## config.mk

```make
export PLATFORM = sky130hd
export DESIGN_NAME = mult_div_unit
export DESIGN_NICKNAME = d
export VERILOG_FILES = /design/src/rtl/mult_div_unit_pkg.sv /design/src/rtl/mult_div_unit.sv
export SDC_FILE = /design/constraint.sdc
export NUM_CORES = 1
export LEC_CHECK = 0
export ABC_CLOCK_PERIOD_IN_PS = 6250
export CAP_MARGIN = 20
export CORE_MARGIN = 4
export CORE_UTILIZATION = 53
export DETAILED_ROUTE_END_ITERATION = 16
export PLACE_DENSITY = 0.85
export SYNTH_ARGS = -nofsm -noshare
export SYNTH_HDL_FRONTEND = slang
export SYNTH_SLANG_ARGS = --single-unit
```

## constraint.sdc

```tcl
create_clock -name clk -period 6.25 [get_ports clk]
set_clock_uncertainty 0.15 [all_clocks]
set_input_delay 0.9375 -clock clk [delete_from_list [all_inputs] [get_ports clk]]
set_output_delay 0.9375 -clock clk [all_outputs]
set_load 0.05 [all_outputs]
```

## src/rtl/mult_div_unit_pkg.sv

```systemverilog
// Shared definitions for the iterative multiply/divide unit.
// Contents:
//   - Operation encodings OP_MULTU/OP_MULT/OP_DIVU/OP_DIV. The control unit
//     drives the same values on the op bus.
//   - Unit FSM state encodings S_IDLE/S_CALC/S_FIX.
//   - Default datapath width.
package mult_div_unit_pkg;

    localparam int DEFAULT_WIDTH = 32;

    typedef enum logic [1:0] {
        OP_MULTU = 2'b00,
        OP_MULT  = 2'b01,
        OP_DIVU  = 2'b10,
        OP_DIV   = 2'b11
    } op_t;

    typedef enum logic [1:0] {
        S_IDLE = 2'b00,
        S_CALC = 2'b01,
        S_FIX  = 2'b10
    } state_t;

endpackage

```

## src/rtl/mult_div_unit.sv

```systemverilog
// Iterative 32-bit multiply/divide unit feeding the architectural HI/LO pair.
// Multiply is shift-add and divide is restoring shift-subtract. Both work on
// operand magnitudes, and the sign is fixed up in a final cycle.
//
// Ports:
//   clk, rst         clock; asynchronous active-high reset
//   start, op        operation request (sampled in IDLE only) and its opcode
//   opA, opB         multiplicand/dividend and multiplier/divisor
//   writeHi/writeLo  direct HI/LO writes from writeData (honoured in IDLE only)
//   hi, lo           architectural HI/LO registers
//   busy             operation in progress
//   done             one-cycle pulse when an operation updates hi/lo
//   divZero          set with done; 1 when a divide had a zero divisor
//   stateDbg         current FSM state, for observation
//
// Handshake: start is a one-cycle request. It is accepted only on an edge
// where busy is low. A request made while busy is high is dropped; there is
// no queueing. done is the one-cycle completion response. It comes exactly
// 33 edges after the accepting edge, and hi/lo/divZero are valid from that
// point until the next completion or direct write.
module mult_div_unit
    import mult_div_unit_pkg::*;
#(
    parameter int WIDTH = DEFAULT_WIDTH,
    parameter int CNT_W = 5
) (
    input  logic             clk,
    input  logic             rst,
    input  logic             start,
    input  logic [1:0]       op,
    input  logic [WIDTH-1:0] opA,
    input  logic [WIDTH-1:0] opB,
    input  logic             writeHi,
    input  logic             writeLo,
    input  logic [WIDTH-1:0] writeData,
    output logic [WIDTH-1:0] hi,
    output logic [WIDTH-1:0] lo,
    output logic             busy,
    output logic             done,
    output logic             divZero,
    output logic [1:0]       stateDbg
);

    function automatic logic [WIDTH-1:0] absVal(input logic [WIDTH-1:0] v);
        return v[WIDTH-1] ? -v : v;
    endfunction

    state_t                 state, stateNext;
    op_t                    opReg;
    logic [CNT_W-1:0]       count;
    logic [2*WIDTH-1:0]     acc;
    logic [WIDTH-1:0]       magA, magB;
    logic                   resNeg, remNeg;
    logic [WIDTH-1:0]       hiReg, loReg;
    logic                   doneReg, divZeroReg;

    // Operand preparation at the accepting edge
    logic                   signedIn, aNegIn, bNegIn;
    logic [WIDTH-1:0]       magAIn, magBIn;

    // One iteration step of each algorithm
    logic [WIDTH:0]         mulSum;
    logic [2*WIDTH-1:0]     mulNext;
    logic [WIDTH:0]         divShift, divDiff;
    logic                   divGe;
    logic [2*WIDTH-1:0]     divNext;

    // Sign-corrected results
    logic [2*WIDTH-1:0]     prodFix;
    logic [WIDTH-1:0]       quotFix, remFix;
    logic [WIDTH-1:0]       hiResult, loResult;
    logic                   divZeroResult;

    always_comb begin
        signedIn = (op == OP_MULT) || (op == OP_DIV);
        aNegIn   = signedIn && opA[WIDTH-1];
        bNegIn   = signedIn && opB[WIDTH-1];
        magAIn   = signedIn ? absVal(opA) : opA;
        magBIn   = signedIn ? absVal(opB) : opB;
    end

    // Multiply: the upper half accumulates the partial product. The lower
    // half starts as the multiplier and is shifted out one bit per step, so
    // after WIDTH steps acc holds the full product.
    always_comb begin
        mulSum  = {1'b0, acc[2*WIDTH-1:WIDTH]} + (acc[0] ? {1'b0, magA} : '0);
        mulNext = {mulSum, acc[WIDTH-1:1]};
    end

    // Divide: the upper half is the partial remainder. The lower half starts
    // as the dividend, and quotient bits are shifted in from the bottom. The
    // remainder stays below the divisor, so the shifted value fits in
    // WIDTH+1 bits. A zero divisor walks through harmlessly, and its result
    // is overridden in FIX.
    always_comb begin
        divShift = {acc[2*WIDTH-1:WIDTH], acc[WIDTH-1]};
        divGe    = divShift >= {1'b0, magB};
        divDiff  = divShift - {1'b0, magB};
        divNext  = {(divGe ? divDiff[WIDTH-1:0] : divShift[WIDTH-1:0]),
                    acc[WIDTH-2:0], divGe};
    end

    always_comb begin
        prodFix       = resNeg ? -acc : acc;
        quotFix       = resNeg ? -acc[WIDTH-1:0] : acc[WIDTH-1:0];
        remFix        = remNeg ? -acc[2*WIDTH-1:WIDTH] : acc[2*WIDTH-1:WIDTH];
        divZeroResult = opReg[1] && (magB == '0);
        if (!opReg[1]) begin
            hiResult = prodFix[2*WIDTH-1:WIDTH];
            loResult = prodFix[WIDTH-1:0];
        end else if (divZeroResult) begin
            // Zero divisor: all-ones quotient, and HI returns the original dividend
            hiResult = remNeg ? -magA : magA;
            loResult = '1;
        end else begin
            hiResult = remFix;
            loResult = quotFix;
        end
    end

    always_comb begin
        stateNext = state;
        case (state)
            S_IDLE:  if (start) stateNext = S_CALC;
            S_CALC:  if (count == '1) stateNext = S_FIX;
            S_FIX:   stateNext = S_IDLE;
            default: stateNext = S_IDLE;
        endcase
    end

    always_ff @(posedge clk or posedge rst) begin
        if (rst) begin
            state <= S_IDLE;
        end else begin
            state <= stateNext;
        end
    end

    always_ff @(posedge clk or posedge rst) begin
        if (rst) begin
            opReg      <= OP_MULTU;
            count      <= '0;
            acc        <= '0;
            magA       <= '0;
            magB       <= '0;
            resNeg     <= 1'b0;
            remNeg     <= 1'b0;
            hiReg      <= '0;
            loReg      <= '0;
            doneReg    <= 1'b0;
            divZeroReg <= 1'b0;
        end else begin
            doneReg <= 1'b0;
            case (state)
                S_IDLE: begin
                    if (writeHi) hiReg <= writeData;
                    if (writeLo) loReg <= writeData;
                    if (start) begin
                        opReg  <= op_t'(op);
                        magA   <= magAIn;
                        magB   <= magBIn;
                        resNeg <= aNegIn ^ bNegIn;
                        remNeg <= aNegIn;
                        count  <= '0;
                        acc    <= op[1] ? {{WIDTH{1'b0}}, magAIn}
                                        : {{WIDTH{1'b0}}, magBIn};
                    end
                end
                S_CALC: begin
                    count <= count + CNT_W'(1);
                    acc   <= opReg[1] ? divNext : mulNext;
                end
                S_FIX: begin
                    hiReg      <= hiResult;
                    loReg      <= loResult;
                    doneReg    <= 1'b1;
                    divZeroReg <= divZeroResult;
                end
                default: ;
            endcase
        end
    end

    assign hi       = hiReg;
    assign lo       = loReg;
    assign busy     = (state != S_IDLE);
    assign done     = doneReg;
    assign divZero  = divZeroReg;
    assign stateDbg = state;

endmodule

```

==> results <==
- The run finished with clean final reports.
- The count of non-filler cells in the finished layout is 2670.
- The maximum fanout along the worst path is 18.
- Hold repair after CTS inserted 0 buffers.
- The worst register-to-register path ends at hi[4]$_DFFE_PP0P_.
- After clock tree synthesis, the clock-pin slew on the worst setup and hold paths is approximately 60 ps.
- 0 antenna diodes ended up in the layout.
- The sum of negative setup slack is 0 ps.
- The routed layout has between 15000 and 20000 vias.
- The register area is 5110 µm².
- Cell internal power was estimated by the tool at 0.00591 W.
- The net count of the finished layout is between 2000 and 2500.
- Using the TritonRoute via totals, the vias-per-cell ratio works out to roughly 6.7.
- VDD sags by at most 0.303 mV.
- The first-pass GRT wire length is between 90 and 100 mm.
- Per report_power, the clock group accounts for a little under an eighth of the total.
- The number of buffers added by the clock tree synthesis step is 24.
- Once the clock tree was built, the setup fixing pass inserted 0 buffers.
- Global routing used 35.1% of the available tracks.
- The worst path uses 73.8% of the clock period.
- Hold timing on the final database bottoms out at a slack of ~330 ps.
- The number of search-and-repair iterations in the first detailed-routing pass is 6.
- The setup check on the worst reg-to-reg path leaves a slack of between 1500 and 2000 ps.
- For the finished layout, the period the worst path requires is 4610 ps.
- The number of max-slew violations in the final report came to 0.
- The maximum level of the CTS H-tree is 1.
- The floorplan step defined a core boundary enclosing ~32000 µm².
- The area of the die is approximately 35000 µm².
- The top cell types in the final layout, fill and taps aside, are 260 x sky130_fd_sc_hd__o21ai_0, 253 x sky130_fd_sc_hd__nand2_1, 202 x sky130_fd_sc_hd__dfrtp_1, 182 x sky130_fd_sc_hd__a21oi_1, 170 x sky130_fd_sc_hd__clkdlybuf4s50_1.
- Counting along the longest clock path gives a buffer depth of 3.
- The post-synthesis cell count is around 2200.
- Once detailed placement completed, the half-perimeter wirelength came to 49.0 mm.
- In this run the tool buffered the top-level ports with 171 buffer cells.
- The detailed router finished its first iteration with between 2000 and 3000 violations.
- Summed over all layers, the global routing overflow is 0.
- The element type at the critical path end is a flip-flop.
- The fraction of synthesis flops using an asynchronous set or reset pin is 100%.
- The net switching power is between 0.006 and 0.007 W.
- The min-delay analysis places its worst path in the category flip-flop to flip-flop.
- The die extent in x is approximately 190 µm.
- The count of yosys warnings during synthesis is 0.
- The final layout contains routed wiring with a total length of 64.5 mm.
- The cell area after technology mapping is about 17000 µm².
- The final-report hold violation count is 0.
- In this run the remaining antenna-violating nets after routing total 0.
- The I/O pin count is between 150 and 200.
- In this run the critical register-to-register path is launched from acc[22]$_DFFE_PP0P_.
- The start-to-end type of the worst setup path is flip-flop to flip-flop.
- Once layout is done, the placed cells without fillers occupy between 15000 and 20000 µm².
- The total DRC errors in the routed layout is 0.
- The multi-input combinational cells in the finished layout cover a total of 11200 µm².
- STA puts the critical path data required time at 6500 ps.
- Among all flip-flop cells after synthesis, the most frequent one is sky130_fd_sc_hd__dfrtp_1.
- The post-synthesis average cell area is 7.81 µm².
- The number of antenna violations at the first check in global routing came to 1.
- The insertion delay to the later sink of the worst-skew pair is ~550 ps.
- Dividing total power by cell area gives a power density of around 640 nW/µm².
- Post-CTS repair changed the size of 0 cells.
- The post-placement cell count is around 2600.
- Setup repair after global routing left no endpoint under its margin.
- The number of rows in the core area is 65.
- The area growth from synthesis to layout is 15.2%.
- The height of the chip is roughly 190 µm.
- Counting cells, the worst reg-to-reg path comes to 9.
- The sequential fraction of the synthesis area is between 20% and 30%.
- The worst slew margin relative to its limit is 24.1%.
- Based on the critical path, the design can be clocked at up to ~0.22 GHz.
- Yosys mapped a number of flops with a built-in enable equal to 0.
- The routed length per placed instance is approximately 24 µm.
- The switching share of total power is 53.4%.
- The placer's final routability congestion estimate is 1.02.
- Once the floorplan was initialized, standard cells occupied 54.1% of the core.
- The fraction of layout cells with a size suffix above 1 is 3.84%.
- The start point of the critical path is acc[22]$_DFFE_PP0P_.
- The register bit total from synthesis is just over 200.
- The largest net degree at the start of global routing is ~160.
- The number of global-route vias before repair is between 15000 and 20000.
- For the pin with the worst max-slew slack, the measured transition is around 1100 ps.
- The tool flagged a number of max-cap violations equal to 0.
- The static leakage is about 8 nW.
- The cell area reported after detailed placement is around 19000 µm².
- The sum of internal, switching and leakage power is ~0.013 W.
- The fill cell total of the finished layout is about 2800.
- The clock tree from TritonCTS is yes.
- The clock root buffer is sky130_fd_sc_hd__clkbuf_16.
- The most critical setup path has its endpoint at hi[4]$_DFFE_PP0P_.
- For the worst setup path, the data arrival time is roughly 4900 ps.
- The category of the worst setup path launch point is a flip-flop.
- When the netlist entered floorplanning its net count stood at about 2400.
- The most frequent standard cell in the layout excluding fill and tap cells is sky130_fd_sc_hd__o21ai_0.
- Setup violations remaining at the end of the flow were counted as 0.
- For this design, the sink count on the clock tree is around 200.
- The power share of the combinational group is a little over three fifths.
- After synthesis, the netlist uses between 70 and 80 different library cells.
- The power share of the sequential group is approximately a quarter.
[state kept, by name, summed over array words and instances, names as in the netlist]
name,flops
acc,64
hi,32
lo,32
magA,32
magB,32
count,5
stateDbg,2
divZero,1
done,1
opReg,1
remNeg,1
resNeg,1
[critical path, cell delays in order (launching register included)]
cell and delay (ps):
sky130_fd_sc_hd__dfrtp_1 530, sky130_fd_sc_hd__or4_1 640, sky130_fd_sc_hd__nor4_1 710, sky130_fd_sc_hd__nor4b_1 680, sky130_fd_sc_hd__nand3_1 740, sky130_fd_sc_hd__o21ai_0 420
sky130_fd_sc_hd__xor2_1 180, sky130_fd_sc_hd__nor2_1 60, sky130_fd_sc_hd__a21oi_1 230, sky130_fd_sc_hd__a21oi_1 110
[layout make-up]
type,instances,share of cell area [%]
multi-input combinational,1768,56.7
sequential,204,25.8
timing repair buffer,189,9.50
clock buffer,31,3.27
tap,402,2.54
inverter,64,1.23
clock inverter,12,0.904
[metal layers]
layer	wire length, µm	GRT usage, %
met5	12	0
met4	3850	16.7
met3	6810	7.46
met2	28500	54.8
met1	25300	46.5
[cells by family (layout without fill, tap and decap cells)]
kind of cell	Yosys count	in the layout	share of synthesized area [%]
buffers and inverters	227	296	5.14
multiplexers	44	44	2.64
adder cells (fa/ha/maj)	73	73	5.41
AND/OR/NAND/NOR	673	673	18.8
XOR/XNOR	223	223	11.4
AO/OA/AOI/OAI	755	755	26.9
flip-flops	204	204	29.7
[power groups by stage]
stage,combinational (W),sequential [W],clock [W]
5_1_grt,0.00870,0.00320,0.00156
3_3_place_gp,0.00766,0.00307,0
2_1_floorplan,0.00536,0.00309,0
4_1_cts,0.00785,0.00309,0.00150
6_report,0.00802,0.00316,0.00150
3_5_place_dp,0.00781,0.00311,0
[synthesized netlist by cell type (30+ instances only)]
library cell / number / area share, %
sky130_fd_sc_hd__nor2_1: 139 / 3.0
sky130_fd_sc_hd__xnor2_1: 129 / 6.6
sky130_fd_sc_hd__inv_1: 63 / 1.4
sky130_fd_sc_hd__nor3_1: 37 / 1.1
sky130_fd_sc_hd__a211oi_1: 67 / 2.9
sky130_fd_sc_hd__dfrtp_1: 204 / 30
sky130_fd_sc_hd__nand2_1: 254 / 5.6
sky130_fd_sc_hd__clkbuf_1: 145 / 3.2
sky130_fd_sc_hd__a21oi_1: 182 / 5.3
sky130_fd_sc_hd__ha_1: 71 / 5.2
sky130_fd_sc_hd__mux2i_1: 43 / 2.5
sky130_fd_sc_hd__o31ai_1: 36 / 1.6
sky130_fd_sc_hd__nand3_1: 30 / 0.87
sky130_fd_sc_hd__a21o_1: 30 / 1.3
sky130_fd_sc_hd__and2_1: 38 / 1.4
sky130_fd_sc_hd__o21ai_0: 260 / 7.6
sky130_fd_sc_hd__xor2_1: 94 / 4.8
[metrics by stage]
stage	setup WS (ps)	util (%)
detailed placement	1790	59.7
CTS	1740	62.3
finish	1640	62.4
global placement	1870	59.7
floorplan	2520	-
global route	1450	62.4
[worst min path at each step]
stage / start / to / slack [ps] / cells past startpoint
2_1_floorplan: count[3]$_DFFE_PP0P_ / count[3]$_DFFE_PP0P_ / 300 / 1
3_3_place_gp: lo[29]$_DFFE_PP0P_ / lo[29]$_DFFE_PP0P_ / 320 / 1
3_5_place_dp: lo[18]$_DFFE_PP0P_ / lo[18]$_DFFE_PP0P_ / 320 / 2
4_1_cts: count[3]$_DFFE_PP0P_ / count[3]$_DFFE_PP0P_ / 330 / 1
5_1_grt: hi[28]$_DFFE_PP0P_ / hi[28]$_DFFE_PP0P_ / 370 / 1
6_report: count[3]$_DFFE_PP0P_ / count[3]$_DFFE_PP0P_ / 330 / 1
Power figures use the tool's default switching activity.
